--- config.mk ---
export PLATFORM = sky130hd
export DESIGN_NAME = pipe_stage_regs
export DESIGN_NICKNAME = d
export VERILOG_FILES = /design/src/rtl/pipe_pkg.sv /design/src/rtl/pipe_reg.sv /design/src/rtl/pipe_stage_regs.sv
export SDC_FILE = /design/constraint.sdc
export NUM_CORES = 1
export LEC_CHECK = 0
export ABC_AREA = 1
export CAP_MARGIN = 20
export CORE_AREA = 2 2 225 227
export DETAILED_ROUTE_END_ITERATION = 6
export DIE_AREA = 0 0 227 229
export PLACE_DENSITY = 0.64
export SLEW_MARGIN = 20
export SYNTH_ARGS = -nofsm -noshare
export SYNTH_HDL_FRONTEND = slang
export SYNTH_HIERARCHICAL = 1
export SYNTH_SLANG_ARGS = --single-unit
--- constraint.sdc ---
create_clock -name clk -period 1.5 [get_ports clk]
set_input_delay 0.3 -clock clk [delete_from_list [all_inputs] [get_ports clk]]
set_output_delay 0.3 -clock clk [all_outputs]
set_load 0.03 [all_outputs]
--- src/rtl/pipe_pkg.sv ---
// rtl/pipe_pkg.sv - shared constants and helpers for the pipeline stage registers
// Purpose : default widths/reset PC, PC-select encodings, control bubble value,
//           saturating increment used by the optional performance counters.
// Ports   : none (package).
package pipe_pkg;

  localparam int          XLEN     = 32;
  localparam int          CTRL_W   = 12;
  localparam logic [31:0] RESET_PC = 32'h0000_0000;

  typedef enum logic [1:0] {
    PCSRC_PLUS4  = 2'b00,
    PCSRC_TARGET = 2'b01,
    PCSRC_ALU    = 2'b10,
    PCSRC_RSVD   = 2'b11
  } pcsrc_e;

  // All-zero control means "no side effects" downstream.
  localparam logic [CTRL_W-1:0] CTRL_NOP = '0;

  function automatic logic [31:0] sat_inc32(input logic [31:0] v);
    return (&v) ? v : v + 32'd1;
  endfunction

endpackage

--- src/rtl/pipe_reg.sv ---
// rtl/pipe_reg.sv - generic enable/clear pipeline register
// Purpose : WIDTH-bit register, async active-low reset to RESET_VAL,
//           synchronous clear to zero with priority over enable.
// Ports   : i_clk, i_rst_n, i_en, i_clr, i_d[WIDTH] -> o_q[WIDTH]
module pipe_reg #(
  parameter int               WIDTH     = 32,
  parameter logic [WIDTH-1:0] RESET_VAL = '0
) (
  input  logic             i_clk,
  input  logic             i_rst_n,
  input  logic             i_en,
  input  logic             i_clr,
  input  logic [WIDTH-1:0] i_d,
  output logic [WIDTH-1:0] o_q
);

  logic [WIDTH-1:0] r_q;

  always_ff @(posedge i_clk or negedge i_rst_n) begin
    if (!i_rst_n)   r_q <= RESET_VAL;
    else if (i_clr) r_q <= '0;
    else if (i_en)  r_q <= i_d;
  end

  assign o_q = r_q;

endmodule

--- src/rtl/pipe_stage_regs.sv ---
// rtl/pipe_stage_regs.sv - PC, IF/ID and ID/EX registers with hazard control
// Purpose : consumer of StallF/StallD/FlushD/FlushE and PCSrcE redirect; tags
//           each stage slot with a valid bit; sticky ProtoErr on illegal combos.
// Ports   : in  clk, rst_n, StallF, StallD, FlushD, FlushE, PCSrcE[2],
//               PCTargetE, ALUResultE, InstrF, CtrlD, RD1D, RD2D, ImmExtD,
//               Rs1D, Rs2D, RdD
//           out PCF, PCPlus4F, InstrD, PCD, PCPlus4D, ValidD, CtrlE, RD1E,
//               RD2E, ImmExtE, PCE, PCPlus4E, Rs1E, Rs2E, RdE, ValidE, ProtoErr
//           PIPE_STAGE_PERF_CNT_EN adds CycleCnt, StallCnt, BubbleCnt (32b,
//           saturating).
module pipe_stage_regs import pipe_pkg::*; #(
  parameter int              XLEN     = pipe_pkg::XLEN,
  parameter int              CTRL_W   = pipe_pkg::CTRL_W,
  parameter logic [XLEN-1:0] RESET_PC = XLEN'(pipe_pkg::RESET_PC)
) (
  input  logic              clk,
  input  logic              rst_n,
  input  logic              StallF,
  input  logic              StallD,
  input  logic              FlushD,
  input  logic              FlushE,
  input  logic [1:0]        PCSrcE,
  input  logic [XLEN-1:0]   PCTargetE,
  input  logic [XLEN-1:0]   ALUResultE,
  input  logic [31:0]       InstrF,
  input  logic [CTRL_W-1:0] CtrlD,
  input  logic [XLEN-1:0]   RD1D,
  input  logic [XLEN-1:0]   RD2D,
  input  logic [XLEN-1:0]   ImmExtD,
  input  logic [4:0]        Rs1D,
  input  logic [4:0]        Rs2D,
  input  logic [4:0]        RdD,
  output logic [XLEN-1:0]   PCF,
  output logic [XLEN-1:0]   PCPlus4F,
  output logic [31:0]       InstrD,
  output logic [XLEN-1:0]   PCD,
  output logic [XLEN-1:0]   PCPlus4D,
  output logic              ValidD,
  output logic [CTRL_W-1:0] CtrlE,
  output logic [XLEN-1:0]   RD1E,
  output logic [XLEN-1:0]   RD2E,
  output logic [XLEN-1:0]   ImmExtE,
  output logic [XLEN-1:0]   PCE,
  output logic [XLEN-1:0]   PCPlus4E,
  output logic [4:0]        Rs1E,
  output logic [4:0]        Rs2E,
  output logic [4:0]        RdE,
  output logic              ValidE,
  output logic              ProtoErr
`ifdef PIPE_STAGE_PERF_CNT_EN
  ,
  output logic [31:0]       CycleCnt,
  output logic [31:0]       StallCnt,
  output logic [31:0]       BubbleCnt
`endif
);

  localparam int DW = 1 + 32 + 2 * XLEN;
  localparam int EW = 1 + CTRL_W + 5 * XLEN + 15;

  logic            w_redirect;
  logic [XLEN-1:0] w_pc_next;
  logic [XLEN-1:0] w_alu_tgt;
  logic            w_d_clr;
  logic            w_e_clr;
  logic [CTRL_W-1:0] w_ctrl_in;
  logic [DW-1:0]   w_d_in, w_d_q;
  logic [EW-1:0]   w_e_in, w_e_q;
  logic            r_proto_err;

  // Reserved encoding 11 behaves like PC+4 and never redirects.
  assign w_redirect = (PCSrcE == PCSRC_TARGET) || (PCSrcE == PCSRC_ALU);
  assign w_alu_tgt  = ALUResultE & ~XLEN'(1);
  assign PCPlus4F   = PCF + XLEN'(4);

  always_comb begin
    w_pc_next = PCPlus4F;
    if (PCSrcE == PCSRC_TARGET)   w_pc_next = PCTargetE;
    else if (PCSrcE == PCSRC_ALU) w_pc_next = w_alu_tgt;
  end

  // Redirect overrides StallF so a stalled fetch can never block a jump.
  pipe_reg #(.WIDTH(XLEN), .RESET_VAL(RESET_PC)) u_pc (
    .i_clk(clk), .i_rst_n(rst_n), .i_en(w_redirect | ~StallF), .i_clr(1'b0),
    .i_d(w_pc_next), .o_q(PCF)
  );

  assign w_d_clr = FlushD | w_redirect;
  assign w_d_in  = {1'b1, InstrF, PCF, PCPlus4F};

  pipe_reg #(.WIDTH(DW)) u_ifid (
    .i_clk(clk), .i_rst_n(rst_n), .i_en(~StallD), .i_clr(w_d_clr),
    .i_d(w_d_in), .o_q(w_d_q)
  );

  assign {ValidD, InstrD, PCD, PCPlus4D} = w_d_q;

  // A D-side bubble must not carry side effects into E.
  assign w_e_clr   = FlushE | w_redirect;
  assign w_ctrl_in = ValidD ? CtrlD : CTRL_W'(CTRL_NOP);
  assign w_e_in    = {ValidD, w_ctrl_in, RD1D, RD2D, ImmExtD, PCD, PCPlus4D,
                      Rs1D, Rs2D, RdD};

  pipe_reg #(.WIDTH(EW)) u_idex (
    .i_clk(clk), .i_rst_n(rst_n), .i_en(1'b1), .i_clr(w_e_clr),
    .i_d(w_e_in), .o_q(w_e_q)
  );

  assign {ValidE, CtrlE, RD1E, RD2E, ImmExtE, PCE, PCPlus4E, Rs1E, Rs2E, RdE} = w_e_q;

  always_ff @(posedge clk or negedge rst_n) begin
    if (!rst_n)
      r_proto_err <= 1'b0;
    else if ((StallF != StallD) || (PCSrcE == PCSRC_RSVD))
      r_proto_err <= 1'b1;
  end

  assign ProtoErr = r_proto_err;

`ifdef PIPE_STAGE_PERF_CNT_EN
  logic [31:0] r_cycle_cnt, r_stall_cnt, r_bubble_cnt;
  logic        w_e_bubble;

  // ID/EX loads ValidE = 0 when cleared or when the D slot is empty.
  assign w_e_bubble = w_e_clr | ~ValidD;

  always_ff @(posedge clk or negedge rst_n) begin
    if (!rst_n) begin
      r_cycle_cnt  <= '0;
      r_stall_cnt  <= '0;
      r_bubble_cnt <= '0;
    end else begin
      r_cycle_cnt <= sat_inc32(r_cycle_cnt);
      if (StallF)     r_stall_cnt  <= sat_inc32(r_stall_cnt);
      if (w_e_bubble) r_bubble_cnt <= sat_inc32(r_bubble_cnt);
    end
  end

  assign CycleCnt  = r_cycle_cnt;
  assign StallCnt  = r_stall_cnt;
  assign BubbleCnt = r_bubble_cnt;
`endif

endmodule
==> key figures <==
Outcome
  • Status: finished with violations
  • Failing checks: max-slew violations, negative setup slack

Job
  • # Max-Cap Violations: 0

Timing
  • Worst slew pin tran: 2.56 ns
  • Slew headroom: -70.4%
  • Final period utilization: 165%
  • Final Setup Violations: 121
  • Final Critical Period: 2.47 ns
  • Clock skew: 0.0156 ns
  • Maximum clock rate: 405 MHz
  • Unrepaired setup endpoints after global routing: yes
  • Final hold vios: 0
  • Final worst-path setup slack: -0.968 ns
  • Slew Viols, Final: 189

Setup path
  • Most used cell, CP: nand2_2
  • Crit-path max cell delay: 0.43 ns
  • Slowest cell on the critical path: dfrtp_2
  • WP data arrival: 2.17 ns
  • Crit path capture type: primary output
  • Worst path cell trace: nand2_1, nor2_1, nand2_2, nor2_8, nand2_2, nand2_2, nand2_4, buf_12
  • Critical path startpoint category: flop
  • Critical path required time: 1.20 ns
  • Worst Setup Path Type: reg2out
  • Crit Path Max Fanout: 5

Logic synthesis
  • Main synth FF type: dfrtp_1
  • Synth top area share: 54.6%
  • Top cells by area, synth: dfrtp_1 (55%), nand2_1 (21%), nand3_1 (12%)
  • Cell count after synthesis: 1797
  • Number of distinct library cells after synthesis: 29
  • Seq/Total Area, Yosys: 54.6%
  • Count of state elements after synthesis: 318
  • YS warnings: 6
  • Number of synthesized flops with an enable pin: 0
  • Async S/R FF share, synth: 100%
  • Post-Syn Area per Cell: 8.11 µm²
  • Leading area contributor after synthesis: dfrtp_1
  • Mapped Area: 14600 µm²

Detailed routing
  • Vias: 15400
  • Pre-antenna DRT Iters: 7
  • DR WL/cell: 20.1 µm
  • DRT iter0 DRCs: 1065
  • # DRC: 0
  • Vias/cell: 4.75
  • Wirelength, routed: 65100 µm
  • ANT nets after route: 0

Final layout
  • Final instance area: 24900 µm²
  • Final Util: 50.2%
  • Nets@finish: 2772
  • Fillers: 4668
  • Area occupied by multi-input gates: 6510 µm²
  • Most frequent cells in the layout: nand2_1 (745), nand3_1 (296), dfrtp_1 (280), clkdlybuf4s50_1 (224), buf_2 (209)
  • Register area: 8010 µm²
  • Area growth syn-to-layout: 71.0%
  • Most common cell after layout, fill and taps aside: nand2_1
  • Fraction of layout cells with a size suffix above 1: 33.7%

Power
  • Clock power share: 39.9%
  • PwrDens: 949 nW/µm²
  • Logic gate share of total power: 21.5%
  • Net Sw Frac: 29.0%
  • Seq pwr share: 38.7%
  • Worst vdd ir: 633 µV
  • Net Sw Power: 6.86 mW
  • Pleak: 13.3 nW
  • P_int: 16.8 mW

Die
  • Die ar.: 52000 µm²
  • Ports: 577
  • Chip Width: 227 µm
  • Num rows: 82
  • Core Area: 49700 µm²
  • DIE HEIGHT: 229 µm
  • Initial Util: 29.3%

Placed design
  • Dpl hpwl: 45100 µm
  • Placed cell area: 22800 µm²
  • Placer Congestion: 0.887
  • I/O Buffers: 575

Clocking
  • Clock latency on the worst-skew pair: 0.55 ns
  • Clock transition at path regs: 0.06 ns
  • Clk root buf: clkbuf_16
  • # H-tree levels: 2
  • Cts bufs inserted: 38
  • Clk buf depth: 3
  • CTS tree: done
  • Sink Count: 318

GRT
  • First-pass GRT wire length: 92900 µm
  • Total gr overflow: 0
  • Antenna violations before repair: 4
  • Largest net degree at the start of global routing: 190
  • Number of global-route vias before repair: 15100
  • Gr usage total: 23.4%

Worst hold path
  • Min-Delay Path Class: in2async
-- routing by layer --
metal / routed length, µm / global-route usage [%]
met3: 5490 / 6.61
met4: 2430 / 8.42
met2: 31400 / 39.1
met1: 25800 / 28.9
met5: 35 / 0
-- worst paths after layout --
check                          startpoint              end  slack (ns)  cells past startpoint
min in group clk               InstrF[10]   u_ifid/o_q[74]        0.31                      3
min                                 rst_n  u_idex/o_q[154]        0.26                      2
min reg2reg                u_ifid/o_q[79]   u_ifid/o_q[79]        0.47                      2
max in group asynchronous           rst_n     u_pc/o_q[15]        0.45                      3
max reg2reg                  u_pc/o_q[14]     u_pc/o_q[17]       -0.52                     12
max                          u_pc/o_q[14]     PCPlus4F[25]       -0.97                      8
-- critical path: cells and delay by family (launching register included) --
kind	cells	cell delay (ns)
and+or+nand+nor	7	1.05
DFF	1	0.43
buffers and inverters	1	0.14
-- per-stage QoR --
stage / instances / TNS [ns] / worst slack (ns) / total power [mW] / hold WS, ns
6_report: 3242 / -43.09 / -0.968 / 23.6 / 0.261
2_1_floorplan: 1799 / -19.11 / -0.336 / 11.2 / 0.00441
5_1_grt: 3241 / -51.65 / -1.05 / 24.5 / 0.273
3_5_place_dp: 3078 / -166.07 / -0.585 / 13.7 / 0.221
4_1_cts: 3198 / -42.86 / -0.964 / 23.5 / 0.241
3_3_place_gp: 3078 / -160.34 / -0.570 / 13.6 / 0.219
-- cells in the mapped netlist, types with 2 or more instances --
library cell / instances
nand2_1: 805
nand3_1: 339
dfrtp_1: 318
nor2_1: 78
inv_1: 50
clkbuf_1: 36
buf_2: 34
a21oi_1: 31
buf_4: 25
buf_6: 22
nor2_2: 6
o21ai_0: 6
xnor2_1: 6
nand3_2: 5
nor2_8: 5
ha_1: 4
nand2_2: 4
inv_2: 3
nand2_4: 3
nor2_4: 3
a21oi_2: 2
conb_1: 2
nand3b_1: 2
o21ai_1: 2
or2_1: 2
-- area by class of cell --
type / count / share of cell area [%]
Timing Repair Buffer: 819 / 32.4
Sequential cell: 318 / 32.1
Multi-Input combinational cell: 1309 / 26.1
Clock buffer: 52 / 4.35
Tap cell: 672 / 3.37
Inverter: 54 / 0.864
Clock inverter: 16 / 0.768
Timing Repair inverter: 1 / 0.0251
Antenna cell: 1 / 0.0100
-- kinds of logic after synthesis --
family	share of synthesized area, %
AND/OR/NAND/NOR	36.5
flip-flops	54.6
buffers and inverters	6.57
AO/OA/AOI/OAI	1.46
XOR/XNOR	0.421
adder cells (fa/ha/maj)	0.343
other	0.0515
-- power by group through the flow --
stage	logic, mW	clock network, mW	registers (mW)
detailed placement	4.41	0	9.27
floorplan	1.38	0	9.81
global route	5.35	10.0	9.16
global placement	4.39	0	9.26
finish	5.07	9.43	9.14
CTS	4.66	9.69	9.13
-- state kept, by name, summed over array words and instances (netlist names) --
| name | cells |
|---|---|
| ProtoErr | 1 |
| u_idex/o_q | 188 |
| u_ifid/o_q | 97 |
| u_pc/o_q | 32 |
-- what timing repair did --
item	in CTS	in global routing
hold endpoints to repair	43	0
pin swaps	59	63
gates resized for setup	1342	126
hold buffers	1	0
setup buffers	55	52
setup endpoints to repair	357	363
gates cloned	0	6
Note: power is estimated with default switching activity, not from simulation.
